===== config.mk =====
export PLATFORM = sky130hd
export DESIGN_NAME = mod_n_updown_counter_flat
export DESIGN_NICKNAME = d
export VERILOG_FILES = /design/src/rtl/mod_n_updown_counter_if.sv /design/src/rtl/mod_n_updown_counter.sv /design/src/flat_wrapper.sv
export SDC_FILE = /design/constraint.sdc
export NUM_CORES = 1
export LEC_CHECK = 0
export CORE_MARGIN = 8
export CORE_UTILIZATION = 47
export DETAILED_ROUTE_END_ITERATION = 10
export GPL_ROUTABILITY_DRIVEN = 0
export PLACE_DENSITY = 0.74
export REMOVE_ABC_BUFFERS = 1
export SYNTH_ARGS = -nofsm -noshare
export SYNTH_HDL_FRONTEND = slang
export SYNTH_SLANG_ARGS = --single-unit

===== constraint.sdc =====
create_clock -name clk -period 2.6 [get_ports clk]
set_input_delay 0.39 -clock clk [delete_from_list [all_inputs] [get_ports clk]]
set_output_delay 0.39 -clock clk [all_outputs]
set_load 0.02 [all_outputs]

===== src/rtl/mod_n_updown_counter_if.sv =====
// Control/status bundle for the modulo-N up/down counter.
// Every control input is sampled on each rising clk edge; there is no valid/ready
// handshake. The status outputs describe the result of the most recent edge.
interface mod_n_updown_counter_if #(
  parameter int WIDTH  = 4,
  parameter int STEP_W = 2
);
  logic              en;
  logic              load;
  logic              up_down;
  logic              sat_mode;
  logic [STEP_W-1:0] step;
  logic [WIDTH-1:0]  din;
  logic [WIDTH-1:0]  dout;
  logic              tc;
  logic              wrap;
  logic              sat_hit;
  logic              load_err;

  modport master (
    output en, load, up_down, sat_mode, step, din,
    input  dout, tc, wrap, sat_hit, load_err
  );

  modport slave (
    input  en, load, up_down, sat_mode, step, din,
    output dout, tc, wrap, sat_hit, load_err
  );
endinterface


===== src/rtl/mod_n_updown_counter.sv =====
// Loadable modulo-N up/down counter with programmable step, wrap/saturate mode
// and one-cycle wrap / clamp / load-error status pulses.
module mod_n_updown_counter #(
  parameter int WIDTH   = 4,
  parameter int MODULUS = 12,
  parameter int STEP_W  = 2
) (
  input  logic                     clk,
  input  logic                     rst,
  mod_n_updown_counter_if.slave    bus
);

  localparam logic [WIDTH:0] MOD_X = (WIDTH+1)'(MODULUS);
  localparam logic [WIDTH:0] MAX_X = (WIDTH+1)'(MODULUS - 1);

  logic [WIDTH-1:0] dout_q, dout_d;
  logic             wrap_q, wrap_d;
  logic             sat_hit_q, sat_hit_d;
  logic             load_err_q, load_err_d;

  // One extra bit so sums and borrows never overflow before the range test.
  logic [WIDTH:0] cnt_x, step_x, din_x;
  logic [WIDTH:0] sum_x, diff_x, up_wrap_x, dn_wrap_x;
  logic [WIDTH:0] next_x;
  logic           unused_next_msb;

  assign cnt_x     = {1'b0, dout_q};
  assign step_x    = (WIDTH+1)'(bus.step);
  assign din_x     = {1'b0, bus.din};
  assign sum_x     = cnt_x + step_x;
  assign diff_x    = cnt_x - step_x;
  assign up_wrap_x = sum_x - MOD_X;
  assign dn_wrap_x = cnt_x + MOD_X - step_x;

  always_comb begin
    next_x     = cnt_x;
    wrap_d     = 1'b0;
    sat_hit_d  = 1'b0;
    load_err_d = 1'b0;
    if (bus.load) begin
      if (din_x < MOD_X) begin
        next_x = din_x;
      end else begin
        next_x     = MAX_X;
        load_err_d = 1'b1;
      end
    end else if (bus.en && (bus.step != '0)) begin
      if (bus.up_down) begin
        if (sum_x > MAX_X) begin
          if (bus.sat_mode) begin
            next_x    = MAX_X;
            sat_hit_d = 1'b1;
          end else begin
            next_x = up_wrap_x;
            wrap_d = 1'b1;
          end
        end else begin
          next_x = sum_x;
        end
      end else begin
        if (cnt_x < step_x) begin
          if (bus.sat_mode) begin
            next_x    = '0;
            sat_hit_d = 1'b1;
          end else begin
            next_x = dn_wrap_x;
            wrap_d = 1'b1;
          end
        end else begin
          next_x = diff_x;
        end
      end
    end
  end

  // Every branch above yields a value below MODULUS, so the top bit is always 0.
  assign dout_d          = next_x[WIDTH-1:0];
  assign unused_next_msb = next_x[WIDTH];

  always_ff @(posedge clk) begin
    if (!rst) begin
      dout_q     <= '0;
      wrap_q     <= 1'b0;
      sat_hit_q  <= 1'b0;
      load_err_q <= 1'b0;
    end else begin
      dout_q     <= dout_d;
      wrap_q     <= wrap_d;
      sat_hit_q  <= sat_hit_d;
      load_err_q <= load_err_d;
    end
  end

  assign bus.dout     = dout_q;
  assign bus.wrap     = wrap_q;
  assign bus.sat_hit  = sat_hit_q;
  assign bus.load_err = load_err_q;
  assign bus.tc       = bus.up_down ? (cnt_x == MAX_X) : (dout_q == '0);

endmodule


===== src/flat_wrapper.sv =====
// flat-port wrapper written by rule: the top's interface ports become plain ports
module mod_n_updown_counter_flat 
#(
  parameter int WIDTH   = 4,
  parameter int MODULUS = 12,
  parameter int STEP_W  = 2
)
  (clk, rst, bus_en, bus_load, bus_up_down, bus_sat_mode, bus_step, bus_din, bus_dout, bus_tc, bus_wrap, bus_sat_hit, bus_load_err);
  mod_n_updown_counter_if #(.WIDTH(WIDTH), .STEP_W(STEP_W)) bus_i ();
  input  logic clk;
  input  logic rst;
  input wire logic [$bits(bus_i.en)-1:0] bus_en;
  input wire logic [$bits(bus_i.load)-1:0] bus_load;
  input wire logic [$bits(bus_i.up_down)-1:0] bus_up_down;
  input wire logic [$bits(bus_i.sat_mode)-1:0] bus_sat_mode;
  input wire logic [$bits(bus_i.step)-1:0] bus_step;
  input wire logic [$bits(bus_i.din)-1:0] bus_din;
  output wire logic [$bits(bus_i.dout)-1:0] bus_dout;
  output wire logic [$bits(bus_i.tc)-1:0] bus_tc;
  output wire logic [$bits(bus_i.wrap)-1:0] bus_wrap;
  output wire logic [$bits(bus_i.sat_hit)-1:0] bus_sat_hit;
  output wire logic [$bits(bus_i.load_err)-1:0] bus_load_err;
  assign bus_i.en = bus_en;
  assign bus_i.load = bus_load;
  assign bus_i.up_down = bus_up_down;
  assign bus_i.sat_mode = bus_sat_mode;
  assign bus_i.step = bus_step;
  assign bus_i.din = bus_din;
  assign bus_dout = bus_i.dout;
  assign bus_tc = bus_i.tc;
  assign bus_wrap = bus_i.wrap;
  assign bus_sat_hit = bus_i.sat_hit;
  assign bus_load_err = bus_i.load_err;
  mod_n_updown_counter #(.WIDTH(WIDTH), .MODULUS(MODULUS), .STEP_W(STEP_W)) u_core (.clk(clk), .rst(rst), .bus(bus_i));
endmodule

==> results of run 1 <==
-- final cells by class --
class,instances,area (µm²)
multi-input cells,79,606
well taps,16,20.0
repair buffers,32,288
inverters,8,30.0
fillers,129,414
clock buffers,4,26.3
flip-flops and latches,7,140
-- how the worst max path moves through the flow --
stage          slack, ns  depth (start not counted)              end                from
2_1_floorplan       0.36                          9  u_core.bus.wrap  u_core.bus.dout[1]
3_3_place_gp       -0.04                          9  u_core.bus.wrap         bus_step[0]
3_5_place_dp       -0.12                          9  u_core.bus.wrap         bus_step[0]
4_1_cts             0.12                          9  u_core.bus.wrap         bus_step[0]
5_1_grt            0.006                         11  u_core.bus.wrap         bus_step[0]
6_report            0.17                          3           bus_tc  u_core.bus.dout[1]
-- layer usage --
metal  vias up  wire, µm  share of wire [%]
met2        25       895                 44
met1       350       965                 48
met4         0        17               0.84
li1        412         -                  -
met3         2       135                6.7
met5         -         0                  0
-- cells in the mapped netlist --
master / instances
buf_4: 1
nand2b_1: 2
o221a_2: 1
o221ai_1: 1
a31oi_1: 3
o21ai_0: 8
a221o_1: 1
o2111a_1: 1
fa_1: 3
o21ai_1: 1
inv_1: 8
a21o_1: 1
dfxtp_1: 7
nand4_1: 1
or2_2: 1
a21boi_2: 1
mux2i_1: 2
nor4b_1: 2
nor2_1: 5
nand3b_1: 3
xnor2_1: 1
buf_2: 1
a21oi_1: 5
and3_1: 1
nand2_1: 11
o211a_1: 1
clkbuf_1: 2
nor2b_1: 7
or4_1: 1
ha_1: 7
a2111oi_2: 1
o31ai_1: 1
nand3_1: 2
nor3b_1: 1
o211ai_1: 2
and2_1: 1
-- layout by cell type (no fill, tap or decap), types with 2 or more instances in the layout --
cell,netlist,final
nor2b_1,7,7
nor2_1,5,5
mux2i_1,2,2
nand2_1,11,11
nand3b_1,3,3
a21oi_1,5,5
nor4b_1,2,2
o21ai_0,8,7
buf_4,1,13
nand2b_1,2,2
inv_1,8,8
ha_1,7,5
fa_1,3,2
dfxtp_1,7,7
a31oi_1,3,3
o211ai_1,2,2
clkbuf_4,0,3
clkdlybuf4s50_1,0,19
-- logic make-up (layout without fill, tap and decap cells) --
logic type,after synthesis,after routing
multiplexers,2,2
AND/OR/NAND/NOR,38,38
XOR/XNOR,1,1
buffers and inverters,12,44
AO/OA/AOI/OAI,28,28
flip-flops,7,7
adder cells (fa/ha/maj),10,10
-- what timing repair did --
action | CTS | global route
setup endpoints to repair | 0 | 3
endpoints found under the hold margin | 0 | 0
gates resized for setup | 0 | 6
-- power by group --
part / leakage (nW) / total, mW / switching, mW / internal (mW)
Sequential: 0.0575 / 0.130 / 0.0153 / 0.114
Clock: 0.0150 / 0.0983 / 0.0397 / 0.0585
Combinational: 0.397 / 0.210 / 0.0971 / 0.113
Total: 0.469 / 0.438 / 0.152 / 0.286
-- state kept, by name (all words and copies together) (netlist names) --
| signal | count |
|---|---|
| u_core.bus.wrap | 1 |
| u_core.bus.load_err | 1 |
| u_core.bus.dout | 4 |
| u_core.bus.sat_hit | 1 |
-- worst register-to-register path: stages, from the launching register on --
cell       delay [ns]
dfxtp_1          0.56
ha_4             0.28
nand3b_1         0.16
nand3_2          0.10
nand2_1          0.08
ha_1             0.19
mux2i_1          0.14
a21boi_2         0.23
nor2_1           0.07
a2111oi_2        0.34
-- metrics by stage --
| step | cell area, µm² | utilization (%) | hold WS (ns) | setup TNS, ns | worst slack (ns) |
|---|---|---|---|---|---|
| after floorplan | 749 | - | 0.459 | 0 | 0.365 |
| after global placement | 1060 | 69.4 | 0.700 | -0.0658 | -0.0440 |
| after detailed placement | 1060 | 69.4 | 0.709 | -0.440 | -0.122 |
| after CTS | 1080 | 71.1 | 0.718 | 0 | 0.124 |
| after global routing | 1110 | 72.8 | 0.791 | 0 | 0.00559 |
| final | 1110 | 72.8 | 0.746 | 0 | 0.168 |
==> metrics.cfg, run 1 <==
[outcome]
outcome=completed

[detailed_routing]
ant_nets=0
drc=0
drt_pre_antenna_iters=4
drt_iter0_markers=18
routed_wl_um=2010
via_per_inst=5.40
vias=789
wire_per_inst_um=13.8

[global_route]
grt_pass1_wl_um=3790
grt.total_usage_pct=13.9
grt_most_used_layer=met2
overflow=0
grt_pass1_vias=842
antenna_found_initial=0
met3_usage_pct=4.49
grtUsageMet1_pct=19.0
met2_usage_pct=20.8
grt_max_degree=14

[synthesis]
yosysUniqueCellTypes=36
synth_xor_area_share_pct=1.14
synth_top_family_by_area=simple AND/OR/NAND/NOR gates
avgSynthCellArea_um2=7.85
synth-seq-cells=7
synthTopCellsByArea=dfxtp_1, ha_1, fa_1
yosysWarnings=0
syn_inst=98
yosysTopAreaCell=dfxtp_1
synthMuxAreaShare_pct=2.60
synthAdderAreaFrac_pct=19.2
synth-simple-area-share_pct=26.8
synth_compound_area_share_pct=25.5
synth_top_area_share_pct=18.2
seq_area_frac_synth_pct=18.2
syn-cell-area_um2=769

[worst_setup_path]
ff2ff_path_depth=9
cp_top_family=buffers and inverters
cpMaxStageDelayCell=clkdlybuf4s50_1
cp-end-kind=output pin
rr_startpoint=u_core.bus.dout[1]
crit_chain=or4_1, a21oi_1, clkdlybuf4s50_1
crit_path_start_kind=flip-flop
critPathKind=flip-flop to output pin
cp.required_ns=2.21
crit_path_max_incr_delay_ns=0.62
arrival_ns=2.04
crit_fanout=8
reg2reg_slack_ns=0.34
cp.buffers_inverters=1
r2r-end=u_core.bus.wrap

[timing]
rsz0062_at_grt=false
post-route-period-util_pct=93.5
min_period_ns=2.43
fmax_mhz=411
drv_slew=0
relSlewSlack_pct=68.6
finalHoldViolCount=0
tightestPinTransition_ns=0.466
fin_skew_ns=0.00728
setup_viol=0

[clocking]
clk_pin_slew_ns=0.06
hold_buffers=0
clkSinkCount=7
h-tree-depth=1
worstSkewPairLatency_ns=0.25
cts_tree=done
cts_setup_buffers=0
cts_inserted_buffers=3
root_buffer=clkbuf_4
ctsLongestPathBuffers=2

[worst_hold_path]
hold_path.class=flip-flop to flip-flop
hp-start=u_core.bus.dout[0]
whs_path_depth=4
hold_end=u_core.bus.dout[0]

[layout]
diodes=0
drive_gt1_share_pct=19.2
fin_cells=146
area_delta_synth_final_pct=44.2
finalNetCount=153

[power_and_ir_drop]
p_leak_nw=0.469
power_density_mw_per_mm2=395
fin_total_pwr_uw=438
ir_drop_v=0.000295

[place]
io_buffers=19
place_inst=142
dp_hpwl_um=1680

[die]
fp.coreArea_mm2=0.00152
rows=14
start_util_pct=50.5
dieWidth_um=56.5
io_pins=20
die-area_mm2=0.00319
die_height_um=56.5

[flow_run]
max-cap-violations=0

Note: power is estimated with default switching activity, not from simulation.
==> inputs of run 2 (changes only) <==
--- a/config.mk
+++ b/config.mk
@@ -10,7 +10,7 @@
 export DETAILED_ROUTE_END_ITERATION = 10
 export GPL_ROUTABILITY_DRIVEN = 0
 export PLACE_DENSITY = 0.74
-export REMOVE_ABC_BUFFERS = 1
+export SLEW_MARGIN = 20
 export SYNTH_ARGS = -nofsm -noshare
 export SYNTH_HDL_FRONTEND = slang
 export SYNTH_SLANG_ARGS = --single-unit
==> metrics.cfg, run 2 (synthesized netlist as in run 1, its figures left out) <==
[outcome]
outcome=completed

[detailed_routing]
drt_iter0_markers=28
vias=791
ant_nets=0
routed_wl_um=1950
wire_per_inst_um=13.8
drt_pre_antenna_iters=4
via_per_inst=5.57
drc=0

[worst_hold_path]
hold_path.class=input port to flip-flop
whs_path_depth=3
hold_end=u_core.bus.load_err
hp-start=bus_din[2]

[timing]
tns_ns=0
fin_skew_ns=0.00964
post-route-period-util_pct=95.7
min_period_ns=2.49
rsz0062_at_grt=false
tightestPinTransition_ns=0.484
holdWs_ns=0.736
finalHoldViolCount=0
drv_slew=0
fmax_mhz=402
relSlewSlack_pct=67.7
setup_slack_ns=0.111
setup_viol=0

[die]
die-area_mm2=0.00319
dieWidth_um=56.5
start_util_pct=50.5
fp.coreArea_mm2=0.00152
rows=14
die_height_um=56.5
io_pins=20

[power_and_ir_drop]
power_density_mw_per_mm2=407
ir_drop_v=0.000270
p_leak_nw=0.455

[layout]
final_cell_mix=clkdlybuf4s50_1, nand2_1, buf_4, inv_1, o21ai_0
largest_reg_flops=4
finalNetCount=149
area_delta_synth_final_pct=38.2
ff_latch_area_um2=140
drive_gt1_share_pct=13.5
fin_cells=142
final_common_cell=clkdlybuf4s50_1
num-fill-cells=133
multi_input_area_um2=589
diodes=0

[worst_setup_path]
rr_startpoint=u_core.bus.dout[1]
cp-end-kind=flip-flop
crit_fanout=5
reg2reg_slack_ns=0.21
ff2ff_path_depth=9
crit_path_start_kind=input port
arrival_ns=2.64
critPathKind=input port to flip-flop
cp.required_ns=2.75
r2r-end=u_core.bus.wrap

[synthesis]
syn-num-nets=120

[clocking]
ctsLongestPathBuffers=2
h-tree-depth=1
cts_tree=done
clk_pin_slew_ns=0.06
cts_setup_buffers=0
clkSinkCount=7
root_buffer=clkbuf_4
worstSkewPairLatency_ns=0.26
cts_inserted_buffers=3

[place]
dp_hpwl_um=1610
pre_cts_slack_ns=-0.168
place_inst=138
io_buffers=19

[global_route]
antenna_found_initial=0
grt_pass1_vias=752
grt.total_usage_pct=13.6
grt_pass1_wl_um=3550
overflow=0
grt_max_degree=14

[flow_run]
max-cap-violations=0

## run 2: report_power, final
part | total, mW | internal, mW | leakage (nW) | switching, mW
clock | 0.104 | 0.0589 | 0.0150 | 0.0450
sequential | 0.129 | 0.114 | 0.0575 | 0.0145
combinational | 0.200 | 0.105 | 0.383 | 0.0949
## run 2: final cells by class
type | count | share of cell area, %
Clock buffer | 4 | 2.47
Inverter | 8 | 2.82
Multi-Input combinational cell | 79 | 55.4
Sequential cell | 7 | 13.2
Tap cell | 16 | 1.88
Timing Repair Buffer | 28 | 24.2
## run 2: routing by layer
layer	up-vias	share of wire (%)	global-route usage [%]
met5	-	0	0
met4	0	0.41	4.12
met3	2	5.5	6.07
met2	24	46	19.3
met1	362	48	17.7
li1	403	-	-
## run 2: stage by stage
| step | util (%) | area [µm²] | total power, mW |
|---|---|---|---|
| 3_5_place_dp | 67.4 | 1030 | 0.327 |
| 5_1_grt | 69.8 | 1060 | 0.471 |
| 3_3_place_gp | 67.4 | 1030 | 0.322 |
| 4_1_cts | 69.1 | 1050 | 0.432 |
| 6_report | 69.8 | 1060 | 0.433 |
| 2_1_floorplan | - | 769 | 0.248 |
## run 2: worst max path at each step
stage | startpoint | to | slack (ns)
floorplan | u_core.bus.dout[1] | u_core.bus.wrap | 0.38
global placement | bus_step[0] | u_core.bus.wrap | -0.07
detailed placement | bus_step[0] | u_core.bus.wrap | -0.17
CTS | bus_step[0] | u_core.bus.wrap | 0.08
global route | bus_step[1] | u_core.bus.wrap | 0.01
finish | bus_step[1] | u_core.bus.wrap | 0.11
## run 2: critical path: stages
cell and delay, ns:
clkdlybuf4s50_1 0.47, inv_1 0.04, ha_1 0.33, nand3b_1 0.18, nand3_1 0.12, nand2_1 0.08
ha_1 0.18, mux2i_1 0.18, a21boi_4 0.24, nor2_1 0.07, a2111oi_2 0.35
## run 2: timing repair
action / 4_1_cts / 5_1_grt
hold buffers: 0 / 0
setup endpoints to repair: 0 / 1
resized for setup: 0 / 2
==> inputs of run 3 (changes only) <==
--- a/config.mk
+++ b/config.mk
@@ -10,6 +10,7 @@
 export DETAILED_ROUTE_END_ITERATION = 10
 export GPL_ROUTABILITY_DRIVEN = 0
 export PLACE_DENSITY = 0.74
+export SKIP_LAST_GASP = 1
 export SLEW_MARGIN = 20
 export SYNTH_ARGS = -nofsm -noshare
 export SYNTH_HDL_FRONTEND = slang
==> constraint.sdc (replaced) <==
create_clock -name clk -period 2.51 [get_ports clk]
set_input_delay 0.3765 -clock clk [delete_from_list [all_inputs] [get_ports clk]]
set_output_delay 0.3765 -clock clk [all_outputs]
set_load 0.02 [all_outputs]
==> metrics.cfg, run 3 (synthesized netlist as in run 1, its figures left out) <==
[timing]
post-route-period-util_pct=96.9
setup_viol=0
drv_slew=0
fin_skew_ns=0.00493
min_period_ns=2.43
holdWs_ns=0.724
tns_ns=0
fmax_mhz=411
relSlewSlack_pct=66.7
setup_slack_ns=0.0771
finalHoldViolCount=0
tightestPinTransition_ns=0.495
rsz0062_at_grt=true

[worst_setup_path]
cp.required_ns=2.66
arrival_ns=2.58
ff2ff_path_depth=9
rr_startpoint=u_core.bus.dout[1]
crit_path_start_kind=input port
critPathKind=input port to flip-flop
cp-end-kind=flip-flop
reg2reg_slack_ns=0.21
r2r-end=u_core.bus.wrap
crit_fanout=4

[die]
rows=14
die_height_um=56.5
io_pins=20
start_util_pct=50.5
dieWidth_um=56.5
fp.coreArea_mm2=0.00152
die-area_mm2=0.00319

[worst_hold_path]
hold_end=u_core.bus.load_err
hold_path.class=input port to flip-flop
whs_path_depth=3
hp-start=bus_din[2]

[outcome]
outcome=completed

[global_route]
grt_pass1_wl_um=3510
antenna_found_initial=0
overflow=0
grt.total_usage_pct=13.2
grt_max_degree=14
grt_pass1_vias=786

[flow_run]
max-cap-violations=0

[detailed_routing]
drc=0
ant_nets=0
drt_iter0_markers=27
via_per_inst=5.76
vias=824
wire_per_inst_um=14.7
drt_pre_antenna_iters=4
routed_wl_um=2110

[power_and_ir_drop]
ir_drop_v=0.000332
p_leak_nw=0.460
fin_total_pwr_uw=461
power_density_mw_per_mm2=421

[layout]
area_delta_synth_final_pct=42.4
multi_input_area_um2=614
drive_gt1_share_pct=15.7
final_common_cell=clkdlybuf4s50_1
utilization_pct=71.9
finalNetCount=150
diodes=0
largest_reg_flops=4
num-fill-cells=122
final_cell_mix=clkdlybuf4s50_1, nand2_1, buf_4, inv_1
ff_latch_area_um2=140
fin_area_mm2=0.00110
fin_cells=143

[clocking]
cts_inserted_buffers=3
h-tree-depth=1
ctsLongestPathBuffers=2
worstSkewPairLatency_ns=0.26
clkSinkCount=7
cts_tree=done
clk_pin_slew_ns=0.06
root_buffer=clkbuf_4

[place]
place_area_mm2=0.00103
pre_cts_slack_ns=-0.214
place_inst=139
io_buffers=19
dp_hpwl_um=1650

[synthesis]
syn-num-nets=120

-- run 3: cell types whose count changed in the layout (fill, tap and decap cells not counted) --
cell	delta
o21ai_0	-1
ha_4	+2
buf_4	+1
o21ai_1	+1
ha_1	-2
-- run 3: final cells by class --
type / instances / area share, %
multi-input cells: 79 / 56.1
repair buffers: 29 / 24.2
flip-flops and latches: 7 / 12.8
inverters: 8 / 2.74
clock buffers: 4 / 2.40
well taps: 16 / 1.83
-- run 3: how the worst max path moves through the flow --
stage / depth (start not counted) / endpoint / startpoint
2_1_floorplan: 9 / u_core.bus.wrap / u_core.bus.dout[1]
3_3_place_gp: 9 / u_core.bus.wrap / bus_step[0]
4_1_cts: 9 / u_core.bus.wrap / bus_step[0]
5_1_grt: 9 / u_core.bus.wrap / bus_step[0]
6_report: 9 / u_core.bus.wrap / bus_step[0]
3_5_place_dp: 9 / u_core.bus.wrap / bus_step[0]
-- run 3: routing by layer --
layer	share of wire [%]	track usage, %	vias up
met1	47	16.9	387
li1	-	-	409
met3	5.2	5.39	2
met4	0.71	2.06	0
met5	0	0	-
met2	47	20.2	26
-- run 3: timing repair --
item                                    4_1_cts  5_1_grt
buffers inserted                              0        0
endpoints found under the setup margin        0        6
resized for setup                             0        6
hold buffers                                  0        0
-- run 3: where the power goes --
| group | internal (mW) | switching, mW | total (mW) |
|---|---|---|---|
| sequential | 0.119 | 0.0155 | 0.134 |
| combinational | 0.117 | 0.103 | 0.220 |
| clock | 0.0609 | 0.0456 | 0.107 |
| total | 0.297 | 0.164 | 0.461 |
-- run 3: critical path, cell delays in order --
cell	delay, ns
clkdlybuf4s50_1	0.42
ha_1	0.22
fa_2	0.36
xnor2_1	0.16
ha_1	0.22
mux2i_1	0.16
a21boi_4	0.23
nor2_1	0.07
a2111oi_2	0.35
